**src/rtl/y86_pkg.sv**
```systemverilog
// Shared Y86 memory-stage definitions: icodes, memory FSM states, decode result type.
package y86_pkg;

  localparam logic [3:0] IRMMOVQ = 4'd4;
  localparam logic [3:0] IMRMOVQ = 4'd5;
  localparam logic [3:0] ICALL   = 4'd8;
  localparam logic [3:0] IRET    = 4'd9;
  localparam logic [3:0] IPUSHQ  = 4'd10;
  localparam logic [3:0] IPOPQ   = 4'd11;

  localparam int unsigned MEM_WORDS_DEF = 1024;

  typedef enum logic [1:0] {IDLE, ISSUE, WAIT_RESP, DONE} mem_state_e;

  typedef enum logic {ADDR_VALE, ADDR_VALA} addr_sel_e;
  typedef enum logic {DATA_VALA, DATA_VALP} data_sel_e;

  typedef struct packed {
    logic      is_read;
    logic      is_write;
    addr_sel_e addr_sel;
    data_sel_e data_sel;
  } mem_op_t;

endpackage

```
**src/rtl/mem_op_decode.sv**
```systemverilog
// Combinational icode -> memory action decode for the memory stage.
module mem_op_decode
  import y86_pkg::*;
(
  input  logic [3:0] icode_i,
  output mem_op_t    op_o
);

  always_comb begin
    op_o = '{is_read: 1'b0, is_write: 1'b0, addr_sel: ADDR_VALE, data_sel: DATA_VALA};
    case (icode_i)
      IMRMOVQ: op_o.is_read = 1'b1;
      IRET, IPOPQ: begin
        op_o.is_read  = 1'b1;
        op_o.addr_sel = ADDR_VALA;
      end
      IRMMOVQ, IPUSHQ: op_o.is_write = 1'b1;
      ICALL: begin
        op_o.is_write = 1'b1;
        op_o.data_sel = DATA_VALP;
      end
      default: ;
    endcase
  end

endmodule

```
**src/rtl/mem_request_unit.sv**
```systemverilog
// Memory-stage initiator: issues one valid/ready request per instruction,
// waits for the response with a timeout, and reports val_m / bad_mem / done.
module mem_request_unit
  import y86_pkg::*;
#(
  parameter int unsigned MEM_WORDS = MEM_WORDS_DEF,
  parameter int unsigned TIMEOUT   = 16,
  parameter int unsigned CNT_W     = 5
) (
  input  logic        clock,
  input  logic        reset_n,
  input  logic        start,
  input  logic [3:0]  in_code,
  input  logic [63:0] val_e,
  input  logic [63:0] val_a,
  input  logic [63:0] val_p,
  output logic        busy,
  output logic        done,
  output logic [63:0] val_m,
  output logic        bad_mem,
  output logic        mreq_valid,
  output logic        mreq_write,
  output logic [63:0] mreq_addr,
  output logic [63:0] mreq_wdata,
  input  logic        mreq_ready,
  input  logic        mresp_valid,
  input  logic [63:0] mresp_rdata
);

  mem_state_e        state_q, state_d;
  logic [CNT_W-1:0]  cnt_q, cnt_d;
  logic              wr_q, wr_d;
  logic [63:0]       addr_q, addr_d;
  logic [63:0]       wdata_q, wdata_d;
  logic [63:0]       val_m_q, val_m_d;
  logic              bad_q, bad_d;

  mem_op_t           op;
  logic [63:0]       op_addr;
  logic [63:0]       op_wdata;
  logic              complete;
  logic              expired;

  mem_op_decode u_dec (
    .icode_i (in_code),
    .op_o    (op)
  );

  assign op_addr  = (op.addr_sel == ADDR_VALA) ? val_a : val_e;
  assign op_wdata = (op.data_sel == DATA_VALP) ? val_p : val_a;

  // Last cycle the responder is allowed to complete in.
  assign expired  = (cnt_q == CNT_W'(TIMEOUT - 1));

  always_comb begin
    state_d  = state_q;
    cnt_d    = cnt_q;
    wr_d     = wr_q;
    addr_d   = addr_q;
    wdata_d  = wdata_q;
    val_m_d  = val_m_q;
    bad_d    = bad_q;
    complete = 1'b0;
    unique case (state_q)
      IDLE: begin
        if (start) begin
          bad_d = 1'b0;
          if (!op.is_read && !op.is_write) begin
            state_d = DONE;
          end else if (op_addr >= 64'(MEM_WORDS)) begin
            bad_d   = 1'b1;
            state_d = DONE;
          end else begin
            wr_d    = op.is_write;
            addr_d  = op_addr;
            wdata_d = op.is_write ? op_wdata : '0;
            cnt_d   = '0;
            state_d = ISSUE;
          end
        end
      end
      ISSUE, WAIT_RESP: begin
        cnt_d    = cnt_q + 1'b1;
        // A response in the handshake cycle itself completes the transaction.
        complete = mresp_valid && ((state_q == WAIT_RESP) || mreq_ready);
        if (complete) begin
          if (!wr_q) val_m_d = mresp_rdata;
          state_d = DONE;
        end else if (expired) begin
          bad_d   = 1'b1;
          state_d = DONE;
        end else if ((state_q == ISSUE) && mreq_ready) begin
          state_d = WAIT_RESP;
        end
      end
      DONE:    state_d = IDLE;
      default: state_d = IDLE;
    endcase
  end

  always_ff @(posedge clock or negedge reset_n) begin
    if (!reset_n) begin
      state_q    <= IDLE;
      cnt_q      <= '0;
      wr_q       <= 1'b0;
      addr_q     <= '0;
      wdata_q    <= '0;
      val_m_q    <= '0;
      bad_q      <= 1'b0;
      mreq_valid <= 1'b0;
      mreq_write <= 1'b0;
      mreq_addr  <= '0;
      mreq_wdata <= '0;
    end else begin
      state_q    <= state_d;
      cnt_q      <= cnt_d;
      wr_q       <= wr_d;
      addr_q     <= addr_d;
      wdata_q    <= wdata_d;
      val_m_q    <= val_m_d;
      bad_q      <= bad_d;
      // Request outputs are held at zero whenever the next state is not ISSUE.
      mreq_valid <= (state_d == ISSUE);
      mreq_write <= (state_d == ISSUE) ? wr_d    : 1'b0;
      mreq_addr  <= (state_d == ISSUE) ? addr_d  : '0;
      mreq_wdata <= (state_d == ISSUE) ? wdata_d : '0;
    end
  end

  assign busy    = (state_q == ISSUE) || (state_q == WAIT_RESP);
  assign done    = (state_q == DONE);
  assign val_m   = val_m_q;
  assign bad_mem = bad_q;

endmodule

```
**config.mk**
```make
export PLATFORM = sky130hd
export DESIGN_NAME = mem_request_unit
export DESIGN_NICKNAME = d
export VERILOG_FILES = /design/src/rtl/y86_pkg.sv /design/src/rtl/mem_op_decode.sv /design/src/rtl/mem_request_unit.sv
export SDC_FILE = /design/constraint.sdc
export NUM_CORES = 1
export LEC_CHECK = 0
export ABC_AREA = 1
export BUFFER_PORTS_ARGS = -buffer_cell sky130_fd_sc_hd__buf_2
export CAP_MARGIN = 40
export CORE_AREA = 2 2 177 179
export DETAILED_ROUTE_END_ITERATION = 6
export DIE_AREA = 0 0 179 181
export PLACE_DENSITY = 0.77
export SETUP_SLACK_MARGIN = 0.02
export SLEW_MARGIN = 15
export SYNTH_ARGS = -nofsm -noshare
export SYNTH_HDL_FRONTEND = slang
export SYNTH_HIERARCHICAL = 1
export SYNTH_SLANG_ARGS = --single-unit
```
**constraint.sdc**
```tcl
create_clock -name clock -period 5.8 [get_ports clock]
set_input_delay 0.58 -clock clock [delete_from_list [all_inputs] [get_ports clock]]
set_output_delay 0.58 -clock clock [all_outputs]
set_load 0.02 [all_outputs]
```
==> results of run 1 <==
## Yosys cell counts (all sizes together)
cell / count
and2: 2
nand2: 332
buf: 37
o21ai: 24
a31oi: 2
a21oi: 100
clkbuf: 33
nor2: 290
mux2: 64
nand4: 1
dfrtp: 331
ha: 6
nand3: 21
inv: 214
mux2i: 33
a32oi: 1
xor2: 1
o21a: 1
## layout by cell type, fill, tap and decap left out, types with 4 or more instances in the layout
cell type  instances
o21ai_0           24
ha_1               6
mux2_2            64
clkbuf_1           4
clkbuf_16         36
nand3_1           18
nand2_1          331
bufinv_16          4
clkbuf_8           7
dfrtp_1          331
clkinv_2           5
inv_2              5
inv_1            209
mux2i_1           33
buf_4              7
nor2_1           287
a21oi_1           97
buf_2            460
## metal layers
| metal | up-vias | global-route usage (%) | part of all wire (%) |
|---|---|---|---|
| met1 | 5314 | 26.4 | 38 |
| li1 | 5403 | - | - |
| met4 | 0 | 11.3 | 5.1 |
| met5 | - | 0 | 0 |
| met3 | 111 | 4.97 | 7.5 |
| met2 | 450 | 39.4 | 49 |
## stage by stage
| step | instance area [µm²] | worst slack [ps] | cells | power, mW | hold slack [ps] |
|---|---|---|---|---|---|
| 5_1_grt | 17600 | 2250 | 2354 | 7.29 | 201 |
| 3_5_place_dp | 16300 | 1840 | 2291 | 4.70 | 447 |
| 3_3_place_gp | 16300 | 1930 | 2289 | 4.64 | 443 |
| 2_1_floorplan | 13700 | 3220 | 1493 | 4.02 | 284 |
| 4_1_cts | 17500 | 2340 | 2351 | 7.02 | 171 |
| 6_report | 17600 | 2540 | 2355 | 6.93 | 131 |
## logic make-up (layout without fill, tap and decap cells)
| kind of cell | after synthesis | count (layout) |
|---|---|---|
| other | 0 | 3 |
| and+or+nand+nor | 646 | 646 |
| adders and majority gates | 6 | 6 |
| buffers and inverters | 284 | 747 |
| muxes | 97 | 97 |
| AOI/OAI and AO/OA | 128 | 128 |
| DFF | 331 | 331 |
| xor gates and xnor gates | 1 | 1 |
## power groups by stage
stage | clock network (mW) | registers, mW | logic [mW]
global placement | 0 | 2.75 | 1.88
detailed placement | 0 | 2.77 | 1.93
global route | 2.44 | 2.77 | 2.07
floorplan | 0 | 3.10 | 0.921
finish | 2.30 | 2.73 | 1.90
CTS | 2.36 | 2.73 | 1.93
## worst max-delay path, cell delays in order
cell and delay [ps]:
buf_2 100, inv_1 60, nor2_2 50, nand2_1 80, inv_2 50, buf_4 150
buf_16 220, nand2_1 100, nand2_1 50, nor2_1 270, nand2_1 90, nor2_1 260
nand3_1 130, nor2_2 230, nand2_1 80, nand2_1 130, nand3_4 330, buf_12 380
nor2_1 200
## area by class of cell
class | count | area [µm²] | share of cell area (%)
antenna | 3 | 7.51 | 0.0427
clock buffer | 47 | 1010 | 5.76
clock inverter | 13 | 188 | 1.07
inverter | 214 | 803 | 4.57
multi-input combinational | 878 | 4300 | 24.5
sequential | 331 | 8280 | 47.1
tap | 396 | 495 | 2.82
timing repair buffer | 473 | 2480 | 14.1
## state kept, by name, indices dropped and copies added, names as in the netlist
name,flops
addr_q,64
mreq_addr,64
mreq_wdata,64
val_m,64
wdata_q,64
cnt_q,5
state_q,2
bad_mem,1
mreq_valid,1
mreq_write,1
wr_q,1
## worst max path at each step
stage               start                        to  slack [ps]
2_1_floorplan  in_code[3]  mreq_wdata[60]$_DFF_PN0_        3220
6_report       in_code[3]  mreq_wdata[48]$_DFF_PN0_        2540
3_3_place_gp   in_code[3]  mreq_wdata[20]$_DFF_PN0_        1930
3_5_place_dp   in_code[2]   mreq_addr[32]$_DFF_PN0_        1840
4_1_cts        in_code[2]  mreq_wdata[48]$_DFF_PN0_        2340
5_1_grt        in_code[2]  mreq_wdata[48]$_DFF_PN0_        2250
==> reports/metrics.cfg, run 1 <==
[logic_synthesis]
synth_seq_cells = 331
synth_top_family_by_area = simple AND/OR/NAND/NOR gates
synth_area_leaders = dfrtp_1 61%, nand2_1 9.1%, nor2_1 7.9%
synth_adder_area_share_pct = 0.548
ys_warn_count = 6
synthCells = 1493
synth-simple-area-share_pct = 18.1
synthXorXnorAreaFrac_pct = 0.0640
syn_avg_cell_area_um2 = 9.17
syn_nets = 1764
synth_compound_area_share_pct = 4.83
synth_top_area_share_pct = 60.5
yosysTopAreaCell = dfrtp_1
ys_seq_area_share_pct = 60.5
netlist_area_um2 = 13700
synth_mux_area_share_pct = 7.68
ys_types = 25

[clock_tree]
htree_levels = 2
clock_sinks = 331
clk_pin_slew_worst_paths_ps = 60
cts_tree = done
cts_buffers = 35
cts_buffer_depth = 3
clk-insertion-delay-late_ps = 510
cts-root-buf = clkbuf_16
cts_setup_buffers = 0
cts_resized = 0
holdBufCountCts = 0

[power_and_ir_drop]
p_leak_nw = 10.6
switching_share_pct = 32.7
pwr_density_cell_nw_per_um2 = 395
internal-power_mw = 4.67
p_seq_share_pct = 39.4
combPwrFrac_pct = 27.4
ir_drop_mv = 0.337
p_switching_mw = 2.26
clkPwrFrac_pct = 33.2

[die]
die_y_um = 181
initial_utilization_pct = 45.1
core_area_um2 = 30300
dieArea_um2 = 32400
row_count = 64
ioPinCount = 462
die_w_um = 179

[critical_path]
reg2reg_from = state_q[0]$_DFF_PN0_
worstPathRequired_ps = 6210
worstSetupStartpointType = input port
ff2ff_setup_slack_ps = 2940
worstPathMaxFanout = 102
r2r-end = mreq_wdata[48]$_DFF_PN0_
worstSetupPathType = in -> reg
endpoint_kind = flip-flop
r2r_cells = 11
arrival_ps = 3680

[sta]
setup_viol = 0
skew_ps = 21.4
rsz0062_at_grt = no
finalHoldViolations = 0
finalSetupTns_ps = 0
worst_pin_slew_ps = 881
drv_slew = 0
slew_headroom_pct = 41.3
fin_crit_sh_pct = 56.3
clock.fmax_ghz = 0.306
finalCriticalPeriod_ps = 3260

[flow_run]
maxCapViolCount = 0

[place]
gp_congestion = 0.940
hpwl_um = 26600
portBuffers = 461

[detailed_routing]
drc = 0
ant_nets = 0
drt_iter0_markers = 524
vias_per_cell = 4.79
wire_per_inst_um = 15.8
num_vias = 11300
drt_wl_total_um = 37200
firstDrtPassIters = 5

[final_layout]
drive_gt1_share_pct = 31.1
final_core_util_pct = 57.9
layout.nets = 2204
nFillCells = 2635
syn_to_final_growth_pct = 28.4

[global_route]
grt-ovfl-total = 0
grt_max_degree = 144
grt_use_total_pct = 22.7
grt_pass1_vias = 11400
grt_first_pass_wirelength_um = 57900
antenna_found_initial = 3

[status]
outcome = finished, final reports clean

[hold_path]
hp-class = in -> async

(Power assumes the default switching activity.)
==> run 2, diff against run 1 <==
ABC_AREA = 0   (was 1)
CORE_AREA = 2 2 180 182   (was 2 2 177 179)
DIE_AREA = 0 0 182 184   (was 0 0 179 181)
PLACE_DENSITY = 0.75   (was 0.77)
clock period = 2.8 ns   (was 5.8 ns; I/O delays follow)
==> reports/metrics.cfg, run 2 <==
[status]
outcome = finished, final reports clean

[die]
row_count = 65
dieArea_um2 = 33500
ioPinCount = 462
initial_utilization_pct = 41.9
die_y_um = 184
die_w_um = 182
core_area_um2 = 31400

[detailed_routing]
num_vias = 9875
vias_per_cell = 4.88
ant_nets = 0
wire_per_inst_um = 18.3
firstDrtPassIters = 7
drt_wl_total_um = 37100
drc = 0
drt_iter0_markers = 390

[critical_path]
worstPathMaxFanout = 7
ff2ff_setup_slack_ps = 370
arrival_ps = 2950
worstSetupStartpointType = input port
cp-startpoint = in_code[3]
worstPathRequired_ps = 3240
r2r-end = cnt_q[3]$_DFFE_PN0P_
endpoint_kind = flip-flop
r2r_cells = 7
critical_path.endpoint = cnt_q[3]$_DFFE_PN0P_
worstSetupPathType = in -> reg
reg2reg_from = state_q[1]$_DFF_PN0_

[sta]
drv_slew = 0
slew_headroom_pct = 50.1
finalHoldViolations = 0
finalSetupTns_ps = 0
worst_slack_ps = 294
clock.fmax_ghz = 0.399
rsz0062_at_grt = no
finalCriticalPeriod_ps = 2510
fin_crit_sh_pct = 89.5
setup_viol = 0
skew_ps = 14.8
worst_pin_slew_ps = 741

[logic_synthesis]
synth_ff_type = dfrtp_1
synth_seq_cells = 331
synth_top_area_share_pct = 63.0
ys_types = 45
ys_warn_count = 6
ys_seq_area_share_pct = 63.0
yosysTopAreaCell = dfrtp_1
synth-edff-count = 0
syn_nets = 1305
syn_avg_cell_area_um2 = 12.7
synth_most_common_cell = dfrtp_1
synth_common_cells = 331 x dfrtp_1, 138 x nand2_1, 127 x mux2_2, 110 x and2_1
synth_area_leaders = dfrtp_1 63%, mux2_2 11%, and2_1 5.2%
netlist_area_um2 = 13100
synthCells = 1034
async_flop_share_pct = 100

[global_route]
grt_max_degree = 75
grt_pass1_vias = 10600
grt-ovfl-total = 0
antenna_found_initial = 6
grt_use_total_pct = 22.0
grt_first_pass_wirelength_um = 56900

[power_and_ir_drop]
ir_drop_mv = 0.538
pwr_density_cell_nw_per_um2 = 812
p_leak_nw = 9.49

[final_layout]
final_common_cell = buf_2
multi_input_area_um2 = 4590
final_core_util_pct = 57.9
layout.nets = 1857
regArea_um2 = 8280
nFillCells = 2528
final_cell_mix = 460 x buf_2, 331 x dfrtp_1, 138 x nand2_1
syn_to_final_growth_pct = 38.3
drive_gt1_share_pct = 51.6
fin_cells = 2022
final_area_um2 = 18200

[clock_tree]
htree_levels = 2
cts_resized = 0
clk_pin_slew_worst_paths_ps = 60
cts_tree = done
cts_buffer_depth = 3
clk-insertion-delay-late_ps = 510
cts_buffers = 35
clock_sinks = 331
cts-root-buf = clkbuf_16

[hold_path]
hp-class = in -> reg

[place]
placed_area_um2 = 16300
portBuffers = 461
pre_cts_slack_ps = -254
hpwl_um = 26800
gp_congestion = 0.830
place_inst = 1896

[flow_run]
maxCapViolCount = 0

[run 2: cell type report]
type | count | area share [%]
Antenna cell | 7 | 0.0963
Inverter | 9 | 0.186
Clock buffer | 44 | 5.35
Timing Repair Buffer | 570 | 19.1
Tap cell | 402 | 2.77
Multi-Input combinational cell | 639 | 25.3
Clock inverter | 20 | 1.69
Sequential cell | 331 | 45.6
[run 2: logic make-up (layout without fill, tap and decap cells)]
kind of cell             Yosys count  count (layout)  synth area share [%]
flip-flops                       331             331                  63.0
adder cells (fa/ha/maj)            6               6                 0.571
multiplexers                     138             138                  11.7
other                              0               7                     0
AND/OR/NAND/NOR                  369             369                  15.1
buffers and inverters             64             643                  2.27
AO/OA/AOI/OAI                    126             126                  7.30
[run 2: worst min-delay path by stage]
stage	startpoint	end	slack, ps	cells past startpoint
6_report	mresp_rdata[52]	val_m[52]$_DFFE_PN0P_	20	2
3_3_place_gp	reset_n	mreq_wdata[24]$_DFF_PN0_	250	1
3_5_place_dp	reset_n	wdata_q[24]$_DFF_PN0_	250	1
4_1_cts	mresp_rdata[51]	val_m[51]$_DFFE_PN0P_	0.3	2
2_1_floorplan	reset_n	addr_q[0]$_DFF_PN0_	-20	0
5_1_grt	mresp_rdata[52]	val_m[52]$_DFFE_PN0P_	10	2
[run 2: per-layer routing]
layer | track usage [%] | wire length [µm]
met1 | 25.4 | 14300
met2 | 39.2 | 18700
met3 | 5.29 | 2700
met4 | 9.35 | 1400
met5 | 0 | 0
[run 2: worst max-delay path, cell delays in order]
cell       delay (ps)
buf_2             120
nand2b_1          110
nor2_2             90
buf_4             140
nor4_1            430
nand4_1           300
o22ai_1           410
buf_4             200
nand4_4           180
a2111oi_0         520
a211o_1           160
[run 2: metrics by stage]
stage                     hold slack (ps)  power [mW]
after CTS                           0.347        14.9
after global placement                252        9.63
final                                23.6        14.8
after floorplan                     -15.6        8.09
after detailed placement              254        9.74
after global routing                 9.86        15.5
[run 2: where the power goes]
group | switching (mW) | internal [mW]
Sequential | 0.316 | 5.33
Combinational | 2.48 | 1.59
Clock | 1.90 | 3.15
[run 2: what timing repair did]
action / in CTS / in global routing
hold buffers: 53 / 2
buffers inserted: 0 / 0
endpoints found under the hold margin: 108 / 2
